**src/rtl/imem_rom_arbiter.sv**
```systemverilog
// Arbitrates the single-port instruction ROM between fetch and debug read-back.
// Optional IMEM_ARB_STATS_EN adds saturating stall and forced-grant counters.
module imem_rom_arbiter #(
  parameter int unsigned DATA_WIDTH = 32,
  parameter int unsigned ADDR_WIDTH = 8,
  parameter int unsigned MAX_WAIT   = 16,
  parameter int unsigned DBG_BURST  = 4
) (
  input  logic                  clk,
  input  logic                  reset,
`ifdef IMEM_ARB_STATS_EN
  output logic [15:0]           stall_count,
  output logic [7:0]            forced_count,
`endif
  input  logic                  fetch_req,
  input  logic [ADDR_WIDTH-1:0] fetch_addr,
  output logic                  fetch_gnt,
  output logic                  fetch_stall,
  output logic                  fetch_valid,
  output logic [DATA_WIDTH-1:0] fetch_data,
  input  logic                  dbg_req,
  input  logic [ADDR_WIDTH-1:0] dbg_addr,
  output logic                  dbg_gnt,
  output logic                  dbg_valid,
  output logic [DATA_WIDTH-1:0] dbg_data,
  output logic [ADDR_WIDTH-1:0] rom_addr,
  input  logic [DATA_WIDTH-1:0] rom_q
);

  localparam logic S_FETCH = 1'b0;
  localparam logic S_DBG   = 1'b1;

  logic                  state_q, state_d;
  logic [7:0]            wait_cnt_q, wait_cnt_d, wait_inc;
  logic [3:0]            burst_cnt_q, burst_cnt_d;
  logic                  fetch_valid_q, fetch_valid_d;
  logic                  dbg_valid_q, dbg_valid_d;
  logic [DATA_WIDTH-1:0] fetch_data_q, fetch_data_d;
  logic [DATA_WIDTH-1:0] dbg_data_q, dbg_data_d;

  // Grants are suppressed while reset is held so nothing is launched mid-reset.
  always_comb begin
    fetch_gnt = 1'b0;
    dbg_gnt   = 1'b0;
    if (reset) begin
      if (state_q == S_FETCH) begin
        fetch_gnt = fetch_req;
        dbg_gnt   = dbg_req & ~fetch_req;
      end else begin
        dbg_gnt = dbg_req;
      end
    end
  end

  assign fetch_stall = fetch_req & ~fetch_gnt;
  assign rom_addr    = dbg_gnt ? dbg_addr : fetch_addr;
  assign wait_inc    = (wait_cnt_q == 8'(MAX_WAIT)) ? wait_cnt_q : wait_cnt_q + 8'd1;

  // Forced burst starts once debug has been starved for MAX_WAIT cycles.
  always_comb begin
    state_d     = state_q;
    wait_cnt_d  = wait_cnt_q;
    burst_cnt_d = burst_cnt_q;
    case (state_q)
      S_FETCH: begin
        if (dbg_req && fetch_req) begin
          wait_cnt_d = wait_inc;
          if (wait_inc == 8'(MAX_WAIT)) begin
            state_d     = S_DBG;
            wait_cnt_d  = 8'd0;
            burst_cnt_d = 4'd0;
          end
        end else begin
          wait_cnt_d = 8'd0;
        end
      end
      default: begin
        wait_cnt_d = 8'd0;
        if (!dbg_req) begin
          state_d = S_FETCH;
        end else if (burst_cnt_q == 4'(DBG_BURST - 1)) begin
          state_d     = S_FETCH;
          burst_cnt_d = 4'd0;
        end else begin
          burst_cnt_d = burst_cnt_q + 4'd1;
        end
      end
    endcase
  end

  always_comb begin
    fetch_valid_d = fetch_gnt;
    dbg_valid_d   = dbg_gnt;
    fetch_data_d  = fetch_gnt ? rom_q : fetch_data_q;
    dbg_data_d    = dbg_gnt ? rom_q : dbg_data_q;
  end

  always_ff @(posedge clk or negedge reset) begin
    if (!reset) begin
      state_q       <= S_FETCH;
      wait_cnt_q    <= 8'd0;
      burst_cnt_q   <= 4'd0;
      fetch_valid_q <= 1'b0;
      dbg_valid_q   <= 1'b0;
      fetch_data_q  <= '0;
      dbg_data_q    <= '0;
    end else begin
      state_q       <= state_d;
      wait_cnt_q    <= wait_cnt_d;
      burst_cnt_q   <= burst_cnt_d;
      fetch_valid_q <= fetch_valid_d;
      dbg_valid_q   <= dbg_valid_d;
      fetch_data_q  <= fetch_data_d;
      dbg_data_q    <= dbg_data_d;
    end
  end

  assign fetch_valid = fetch_valid_q;
  assign dbg_valid   = dbg_valid_q;
  assign fetch_data  = fetch_data_q;
  assign dbg_data    = dbg_data_q;

`ifdef IMEM_ARB_STATS_EN
  logic [15:0] stall_count_q, stall_count_d;
  logic [7:0]  forced_count_q, forced_count_d;

  always_comb begin
    stall_count_d  = stall_count_q;
    forced_count_d = forced_count_q;
    if (fetch_stall && (stall_count_q != 16'hffff)) begin
      stall_count_d = stall_count_q + 16'd1;
    end
    if ((state_q == S_FETCH) && (state_d == S_DBG) && (forced_count_q != 8'hff)) begin
      forced_count_d = forced_count_q + 8'd1;
    end
  end

  always_ff @(posedge clk or negedge reset) begin
    if (!reset) begin
      stall_count_q  <= 16'd0;
      forced_count_q <= 8'd0;
    end else begin
      stall_count_q  <= stall_count_d;
      forced_count_q <= forced_count_d;
    end
  end

  assign stall_count  = stall_count_q;
  assign forced_count = forced_count_q;
`endif

endmodule

```
**config.mk**
```make
export PLATFORM = sky130hd
export DESIGN_NAME = imem_rom_arbiter
export DESIGN_NICKNAME = d
export VERILOG_FILES = /design/src/rtl/imem_rom_arbiter.sv
export SDC_FILE = /design/constraint.sdc
export NUM_CORES = 1
export LEC_CHECK = 0
export CAP_MARGIN = 5
export CORE_MARGIN = 2
export CORE_UTILIZATION = 47
export DETAILED_ROUTE_END_ITERATION = 8
export PLACE_DENSITY_LB_ADDON = 0.1
export SETUP_SLACK_MARGIN = 0.05
export SLEW_MARGIN = 40
export SYNTH_ARGS = -nofsm -noshare
export SYNTH_HDL_FRONTEND = slang
export SYNTH_SLANG_ARGS = --single-unit
```
**constraint.sdc**
```tcl
create_clock -name clk -period 3.54 [get_ports clk]
set_input_delay 0.708 -clock clk [delete_from_list [all_inputs] [get_ports clk]]
set_output_delay 0.708 -clock clk [all_outputs]
set_load 0.02 [all_outputs]
```
==> results.txt, run 1 <==
Cells after Synth = 232
cell family with most CP delay = buffers and inverters
Cell Rows = 30
Worst VDD drop = 0.000317 V
PD cells = 497 nW/um^2
required time of the critical path = 2.83 ns
Clk Tree Root Cell = clkbuf_8
drt wl/cell = 15.9 um
Seq/Total Area, Yosys = 59.9%
vias in the first global route = 2454
Clk network pwr share = 27.9%
ratio of cells with drive above 1 in the final layout = 8.24%
routability-driven placement congestion ratio = 0.776
synthesis-stage register bit count = 79
Pint = 1.75 mW
slowest CP cell = clkdlybuf4s50_1
clock tree buffer depth = 2
Starting Density = 48.6%
CP Launch Type = input port
area leader, netlist = dfrtp_1
Num CTS Buffers = 9
IO Pins = 129
nets = 426
Sequential Area = 1980 sq um
Arr. time, crit path = 2.64 ns
GRT Util Overall = 21.0%
die height = 87.8 um
Placed Area = 4720 sq um
Setup Skew = 0.0109 ns
final instance area = 4940 sq um
hold_ws = 0.489 ns
pin count of the biggest net entering global routing = 80
MaxCap Viol Count = 0
Post-Layout Cell Count = 472
CP Cell Sequence = clkdlybuf4s50_1, nand2_1, nor2_4, mux2_1, clkdlybuf4s50_1
Worst-Skew Late Latency = 0.34 ns
Inst Count DP = 455
most frequent CP cell = clkdlybuf4s50_1
HP Class = reg2reg
relative slew slack = 52.8%
CP bufs+invs = 2
unique cell type count in the Yosys netlist = 32
Pre-antenna DRT Iters = 4
Cell Area, Synth = 3300 sq um
htree depth = 3
measured slew at the worst slew-check pin = 0.708 ns
Switch Pwr = 705 uW
initial antenna violation count = 0
top cells by area, synth = dfrtp_1 60%, mux2_1 25%, xnor2_1 1.3%
final worst slack = 0.194 ns
final setup fails = 0
first-pass GRT wire length = 12200 um
Tmin final = 3.35 ns
Die X = 87.8 um
IO buf count = 128
Via Count = 2401
CTS tree = yes
setup_tns = 0 ns
Max Freq = 299 MHz
unrepaired setup endpoints after global routing = false
dpl hpwl = 5270 um
Ys Warns = 0
CORE AREA = 6790 sq um
Yosys top cell area share = 59.9%
syn_area_per_cell = 14.2 sq um
outcome = complete, no violations
post-layout util = 72.7%
Ant. Diodes = 0
Via density = 5.09
switching portion of total power = 28.7%
Logic pwr share = 27.6%
max incr delay on CP = 0.54 ns
P_leak = 2.05 nW
drt first-iter violations = 91
Filler Cell Count = 500
CTS sink count = 79
Crit. End Element = output pin
critical path class = in2out
CP max FO = 12
period utilization = 94.5%
post-place setup slack = -0.00855 ns
Area Overhead vs Synth = 49.6%
grt ovf = 0
share of power burned in registers = 44.5%
WL final = 7500 um
final hold viol count = 0
Post-route DRC = 0
fin. max-slew vios = 0
area of the multi-input gates = 1280 sq um
Final Total Pwr = 2.45 mW
die area = 7710 sq um
clock-pin slew on the worst setup and hold paths = 0.08 ns
Net Count, Synth = 287
antenna-violating nets left = 0
==> registers in the layout (all words and copies together), names as in the netlist <==
register / flops
dbg_data: 32
fetch_data: 32
wait_cnt_q: 8
burst_cnt_q: 4
dbg_valid: 1
fetch_valid: 1
state_q: 1
==> Yosys cell counts (all sizes together) <==
library cell and count:
ha 3, a311oi 1, nor2b 2, xnor2 5
a211oi 1, nor4 2, a21oi 7, inv 7
o311ai 1, nand2 7, a2bb2oi 1, nor3 2
and4b 1, o21bai 1, nand3 6, xor2 3
or3 3, nor2 7, a32oi 1, and3 1
a21o 2, nand4 1, a22oi 1, buf 7
mux2 73, o21ai 6, dfrtp 79, and2 1
==> timing repair <==
item / 4_1_cts / 5_1_grt
gates resized for setup: 0 / 1
hold buffers: 0 / 0
buffers inserted: 0 / 0
cloned: 1 / 0
pin swaps: 1 / 0
setup endpoints to repair: 8 / 5
==> layout by cell type, fill, tap and decap left out, types with 2 or more instances in the layout <==
cell type        instances
nand3_1                  6
dfrtp_1                 79
clkbuf_8                11
o21ai_1                  2
clkinv_2                 2
ha_1                     3
a21o_1                   2
or3_1                    3
nor2_1                   6
a21oi_1                  7
xor2_1                   3
o21ai_0                  4
nand2_1                  7
clkdlybuf4s50_1        127
xnor2_1                  5
buf_4                    6
inv_1                    6
mux2_1                  72
nor3_1                   2
==> worst register-to-register path, cell delays in order, from the launching register on <==
cell,delay [ns]
dfrtp_1,0.46
nor4_2,0.32
and4b_4,0.31
mux2_4,0.32
nor4_4,0.42
o311ai_1,0.14
==> cell families after synthesis <==
family / after synthesis / share of synthesized area [%]
AO/OA/AOI/OAI: 22 / 4.17
XOR/XNOR: 8 / 2.12
adder cells (fa/ha/maj): 3 / 1.14
buffers and inverters: 14 / 1.86
flip-flops: 79 / 59.9
multiplexers: 73 / 25.0
AND/OR/NAND/NOR: 33 / 5.76
==> path summary, 6_finish.rpt <==
check	startpoint	endpoint	slack, ns	cells past startpoint
setup / recovery	dbg_req	rom_addr[6]	0.19	5
hold / removal	dbg_data[26]	dbg_data[26]	0.49	1
setup reg to reg	wait_cnt_q[5]	burst_cnt_q[2]	1.46	5
hold reg to reg	dbg_data[26]	dbg_data[26]	0.49	1
max in group asynchronous	reset	fetch_data[19]	2.54	2
min in group asynchronous	reset	state_q	0.51	2
==> power by group through the flow <==
stage | logic (mW) | clock network (mW) | registers [mW]
after detailed placement | 0.684 | 0 | 1.11
after floorplan | 0.132 | 0 | 1.26
after global routing | 0.720 | 0.734 | 1.11
after global placement | 0.676 | 0 | 1.10
final | 0.677 | 0.685 | 1.09
after CTS | 0.688 | 0.702 | 1.09
==> area by class of cell <==
class,instances,share of cell area (%)
multi-input cells,140,25.9
repair buffers,134,26.9
flip-flops and latches,79,40.1
clock buffers,11,3.07
well taps,96,2.43
inverters,7,0.532
clock inverters,5,1.14
==> routing by layer <==
metal  GRT usage [%]  wire length [um]
met4            8.67               127
met3            7.26               727
met2            33.8              3530
met1            26.0              3110
met5               0                 0
Note: power is estimated with default switching activity, not from simulation.
==> run 2: changes to the inputs <==
--- a/config.mk
+++ b/config.mk
@@ -11,7 +11,7 @@
 export DETAILED_ROUTE_END_ITERATION = 8
 export PLACE_DENSITY_LB_ADDON = 0.1
 export SETUP_SLACK_MARGIN = 0.05
-export SLEW_MARGIN = 40
+export SLEW_MARGIN = 20
 export SYNTH_ARGS = -nofsm -noshare
 export SYNTH_HDL_FRONTEND = slang
 export SYNTH_SLANG_ARGS = --single-unit
==> run 2 against run 1 <==
Clock power rose by 19%; die area stayed put; sequential power about the same; hold slack is essentially flat; fmax is 0.29% lower; global-route usage shrank 0.43 points; utilization up 0.55 points; flip-flop and latch count unchanged; sequential share of layout area shrank 0.30 points; power up 5.1%; combinational power hardly changed; critical path depth unchanged; critical path type unchanged; critical endpoint is now rom_addr[5]; largest cell class unchanged.
==> results.txt, run 2 (synthesis results as in run 1) <==
setup_tns = 0 ns (unchanged)
most frequent cells in the layout = 127 x clkdlybuf4s50_1, 79 x dfrtp_1, 72 x mux2_1
CTS Hold Bufs = 0 (unchanged)
grt ovf = 0 (unchanged)
Tmin final = 3.36 ns (+0.00960 ns)
Critical path destination = rom_addr[5]
Max Freq = 298 MHz (-0.29%)
relative slew slack = 52.9% (+0.14 points)
IO Pins = 129 (unchanged)
CTS tree = yes
CTS sink count = 79 (unchanged)
met3 WL = 795 um (+9.4%)
IO buf count = 128 (unchanged)
routability-driven placement congestion ratio = 0.776 (unchanged)
Worst VDD drop = 0.000362 V (+14%)
htree depth = 3 (unchanged)
Worst Reg-to-Reg Cells = 5 (unchanged)
Die X = 87.8 um (unchanged)
Post-route DRC = 0 (unchanged)
Post-Layout Cell Count = 472 (unchanged)
Filler Cell Count = 479 (-4.2%)
P_leak = 2.07 nW (+0.83%)
commonest non-fill, non-tap cell in the layout = clkdlybuf4s50_1
Placed Area = 4720 sq um (about the same)
nets = 426 (unchanged)
initial antenna violation count = 0 (unchanged)
Arr. time, crit path = 2.65 ns (about the same)
MaxCap Viol Count = 0 (unchanged)
post-layout util = 73.2% (+0.55 points)
HP Class = reg2reg
R2R Setup Slk = 1.45 ns (about the same)
clock-pin slew on the worst setup and hold paths = 0.07 ns (about the same)
final hold viol count = 0 (unchanged)
Starting Density = 48.6% (unchanged)
CP Launch Type = input port
measured slew at the worst slew-check pin = 0.706 ns (-0.00213 ns)
Pre-antenna DRT Iters = 5 (+1)
reg-to-reg startpoint = wait_cnt_q[5]
Num CTS Buffers = 9 (unchanged)
final instance area = 4970 sq um (+0.76%)
Crit. End Element = output pin
Cell Rows = 30 (unchanged)
Ant. Diodes = 0 (unchanged)
GRT Util Overall = 20.6% (-0.43 points)
die height = 87.8 um (unchanged)
unrepaired setup endpoints after global routing = false
drt first-iter violations = 83 (-8.8%)
required time of the critical path = 2.83 ns (about the same)
CP max FO = 12 (unchanged)
period utilization = 94.8% (+0.27 points)
vias in the first global route = 2476 (+0.90%)
CORE AREA = 6790 sq um (unchanged)
ratio of cells with drive above 1 in the final layout = 8.24% (unchanged)
critical path class = in2out
Via Count = 2386 (-0.62%)
clock tree buffer depth = 2 (unchanged)
WL final = 7440 um (-0.80%)
post-place setup slack = -0.00332 ns (+0.00523 ns)
PD cells = 519 nW/um^2 (+4.3%)
Post-CTS Setup Repair Bufs = 0 (unchanged)
Area Overhead vs Synth = 50.7%
final worst slack = 0.185 ns (-0.00960 ns)
outcome = complete, no violations
Via density = 5.06 (-0.62%)
Inst Count DP = 455 (unchanged)
first-pass GRT wire length = 12000 um (-2.1%)
hold_ws = 0.489 ns (-0.000356 ns)
Clk Tree Root Cell = clkbuf_8
CP startpoint = dbg_req
drt wl/cell = 15.8 um (-0.80%)
Final Total Pwr = 2.58 mW (+5.1%)
highest metal used = met4
pin count of the biggest net entering global routing = 80 (unchanged)
Metal-1 WL = 2990 um (-3.9%)
routed wl met2 = 3560 um (+0.76%)
die area = 7710 sq um (unchanged)
Worst-Skew Late Latency = 0.34 ns (about the same)
fin. max-slew vios = 0 (unchanged)
antenna-violating nets left = 0 (unchanged)
final setup fails = 0 (unchanged)
Setup Skew = 0.00672 ns (-0.00413 ns)
R2R Path End = burst_cnt_q[2]
dpl hpwl = 5230 um (-0.85%)
-- run 2: cell count changes in the layout (fill, tap and decap cells not counted), sizes merged --
cell	delta
bufinv	+2
clkbuf	-1
clkinv	-1
-- run 2: layout make-up --
class | count | area, sq um | share of cell area (%)
well taps | 96 | 120 | 2.42
flip-flops and latches | 79 | 1980 | 39.7
clock buffers | 10 | 138 | 2.77
clock inverters | 6 | 108 | 2.16
repair buffers | 134 | 1330 | 26.7
multi-input cells | 140 | 1280 | 25.7
inverters | 7 | 26.3 | 0.528
-- run 2: worst min path at each step --
stage / slack [ns] / start / endpoint / depth (start not counted)
after floorplan: 0.41 / reset / burst_cnt_q[0] / 0
after global placement: 0.47 / dbg_data[29] / dbg_data[29] / 1
after detailed placement: 0.48 / dbg_data[18] / dbg_data[18] / 1
after CTS: 0.49 / dbg_data[15] / dbg_data[15] / 1
after global routing: 0.51 / dbg_data[26] / dbg_data[26] / 1
final: 0.49 / dbg_data[15] / dbg_data[15] / 1
-- run 2: timing repair --
item,4_1_cts,5_1_grt
pin swaps,1,0
gates cloned,1,0
resized for setup,0,1
endpoints found under the hold margin,0,0
setup endpoints to repair,8,8
-- run 2: routing by layer --
layer  track usage [%]  vias to the layer above
met3              7.26                        9
li1                  -                     1100
met2              34.6                       99
met4              7.97                        0
met5                 0                        -
met1              24.3                     1178
-- run 2: where the power goes --
part / switching, mW / internal [mW] / leakage, nW
registers: 0.0623 / 1.03 / 0.950
clock network: 0.327 / 0.485 / 0.122
logic: 0.319 / 0.357 / 1.00
total: 0.709 / 1.87 / 2.07
-- run 2: worst max-delay path, cell delays in order --
cell and delay, ns:
clkdlybuf4s50_1 0.47, nand2_1 0.15, nor2_4 0.40, mux2_1 0.37
clkdlybuf4s50_1 0.54
==> run 3: changes to the inputs <==
--- a/config.mk
+++ b/config.mk
@@ -8,10 +8,12 @@
 export CAP_MARGIN = 5
 export CORE_MARGIN = 2
 export CORE_UTILIZATION = 47
+export CTS_CLUSTER_DIAMETER = 30
 export DETAILED_ROUTE_END_ITERATION = 8
+export GPL_ROUTABILITY_DRIVEN = 0
 export PLACE_DENSITY_LB_ADDON = 0.1
 export SETUP_SLACK_MARGIN = 0.05
-export SLEW_MARGIN = 20
+export SLEW_MARGIN = 0
 export SYNTH_ARGS = -nofsm -noshare
 export SYNTH_HDL_FRONTEND = slang
 export SYNTH_SLANG_ARGS = --single-unit
==> run 3 against run 2 <==
Power is essentially flat; clock skew grew 0.00074 ns; first-iteration DRC count shrank 24%; clock power is essentially flat; register-to-register slack is essentially flat; critical endpoint unchanged; largest cell class unchanged.
==> results.txt, run 3 (synthesis results as in run 1) <==
antenna-violating nets left = 0 (unchanged)
Pre-antenna DRT Iters = 4 (-1)
commonest non-fill, non-tap cell in the layout = clkdlybuf4s50_1
P_leak = 2.07 nW (about the same)
grt ovf = 0 (unchanged)
drt wl/cell = 15.9 um (+0.71%)
initial antenna violation count = 0 (unchanged)
ratio of cells with drive above 1 in the final layout = 8.24% (unchanged)
clock-pin slew on the worst setup and hold paths = 0.07 ns (about the same)
relative slew slack = 35.0% (-18 points)
Tmin final = 3.36 ns (+0.00124 ns)
dpl hpwl = 5230 um (unchanged)
Die X = 87.8 um (unchanged)
WL final = 7490 um (+0.71%)
Post-Layout Cell Count = 472 (unchanged)
HP Class = reg2reg
Filler Cell Count = 481 (+0.42%)
die area = 7710 sq um (unchanged)
Crit. End Element = output pin
CORE AREA = 6790 sq um (unchanged)
MaxCap Viol Count = 0 (unchanged)
Num CTS Buffers = 9 (unchanged)
Starting Density = 48.6% (unchanged)
Arr. time, crit path = 2.65 ns (about the same)
PD cells = 519 nW/um^2 (about the same)
vias in the first global route = 2476 (unchanged)
CP max FO = 12 (unchanged)
first-pass GRT wire length = 12000 um (unchanged)
fin. max-slew vios = 0 (unchanged)
IO buf count = 128 (unchanged)
final hold viol count = 0 (unchanged)
outcome = complete, no violations
CTS sink count = 79 (unchanged)
die height = 87.8 um (unchanged)
drt first-iter violations = 63 (-24%)
period utilization = 94.8% (about the same)
most frequent cells in the layout = 127 x clkdlybuf4s50_1, 79 x dfrtp_1, 72 x mux2_1
CTS Hold Bufs = 0 (unchanged)
Cell Rows = 30 (unchanged)
Inst Count DP = 455 (unchanged)
nets = 426 (unchanged)
Via density = 5.06 (+0.13%)
Max Freq = 298 MHz (about the same)
critical path class = in2out
Via Count = 2389 (+0.13%)
GRT Util Overall = 20.6% (unchanged)
unrepaired setup endpoints after global routing = false
Area Overhead vs Synth = 50.6% (about the same)
pin count of the biggest net entering global routing = 80 (unchanged)
htree depth = 3 (unchanged)
CTS tree = yes
Worst VDD drop = 0.000362 V (about the same)
measured slew at the worst slew-check pin = 0.975 ns (+0.269 ns)
Clk Tree Root Cell = clkbuf_8
Worst-Skew Late Latency = 0.34 ns (about the same)
final setup fails = 0 (unchanged)
clock tree buffer depth = 2 (unchanged)
hold_ws = 0.489 ns (-0.0000120 ns)
Setup Skew = 0.00746 ns (+0.000740 ns)
CP Launch Type = input port
Ant. Diodes = 0 (unchanged)
required time of the critical path = 2.83 ns (about the same)
IO Pins = 129 (unchanged)
post-layout util = 73.1% (about the same)
Post-route DRC = 0 (unchanged)
==> run 3: changes by cell type in the layout (fill, tap and decap cells not counted) <==
cell	previous run	this run
buf_4	6	7
buf_6	1	0
==> run 3: area by class of cell <==
cell class,count,area (sq um),area share [%]
multi-input combinational,140,1280,25.7
timing repair buffer,134,1320,26.6
clock inverter,6,108,2.17
inverter,7,26.3,0.529
sequential,79,1980,39.8
tap,96,120,2.42
clock buffer,10,138,2.77
==> run 3: repair_timing <==
action,in CTS,in global routing
resized for setup,0,1
cloned,1,0
setup endpoints to repair,8,8
pin swaps,1,0
endpoints found under the hold margin,0,0
setup buffers,0,0
==> run 3: critical path, stage by stage <==
cell	delay, ns
clkdlybuf4s50_1	0.47
nand2_1	0.15
nor2_4	0.40
mux2_1	0.37
clkdlybuf4s50_1	0.54
==> run 3: worst paths after layout <==
kind,from,end,slack [ns],cells after the start
worst min register to register,dbg_data[15],dbg_data[15],0.49,1
worst max-delay path,dbg_req,rom_addr[5],0.18,5
worst max register to register,wait_cnt_q[5],burst_cnt_q[2],1.44,5
min in group asynchronous,reset,state_q,0.63,2
max in group asynchronous,reset,dbg_data[10],2.27,2
worst min-delay path,dbg_data[15],dbg_data[15],0.49,1
==> run 3: stage by stage <==
step           worst slack [ns]  setup TNS [ns]  area [sq um]  power [mW]
3_3_place_gp             0.0436               0          4720        1.78
2_1_floorplan              1.03               0          3300        1.40
5_1_grt                   0.120               0          4970        2.69
6_report                  0.184               0          4970        2.58
3_5_place_dp           -0.00332        -0.00332          4720        1.79
4_1_cts                   0.102               0          4970        2.61
==> run 3: power breakdown <==
| group | switching, mW | total (mW) | internal (mW) |
|---|---|---|---|
| clock | 0.326 | 0.811 | 0.485 |
| sequential | 0.0620 | 1.09 | 1.03 |
| combinational | 0.320 | 0.676 | 0.356 |
==> run 3: routing by layer <==
metal,GRT usage (%),share of wire [%]
met4,7.97,1.6
met5,0,0
met2,34.6,47
met1,24.3,41
met3,7.26,10
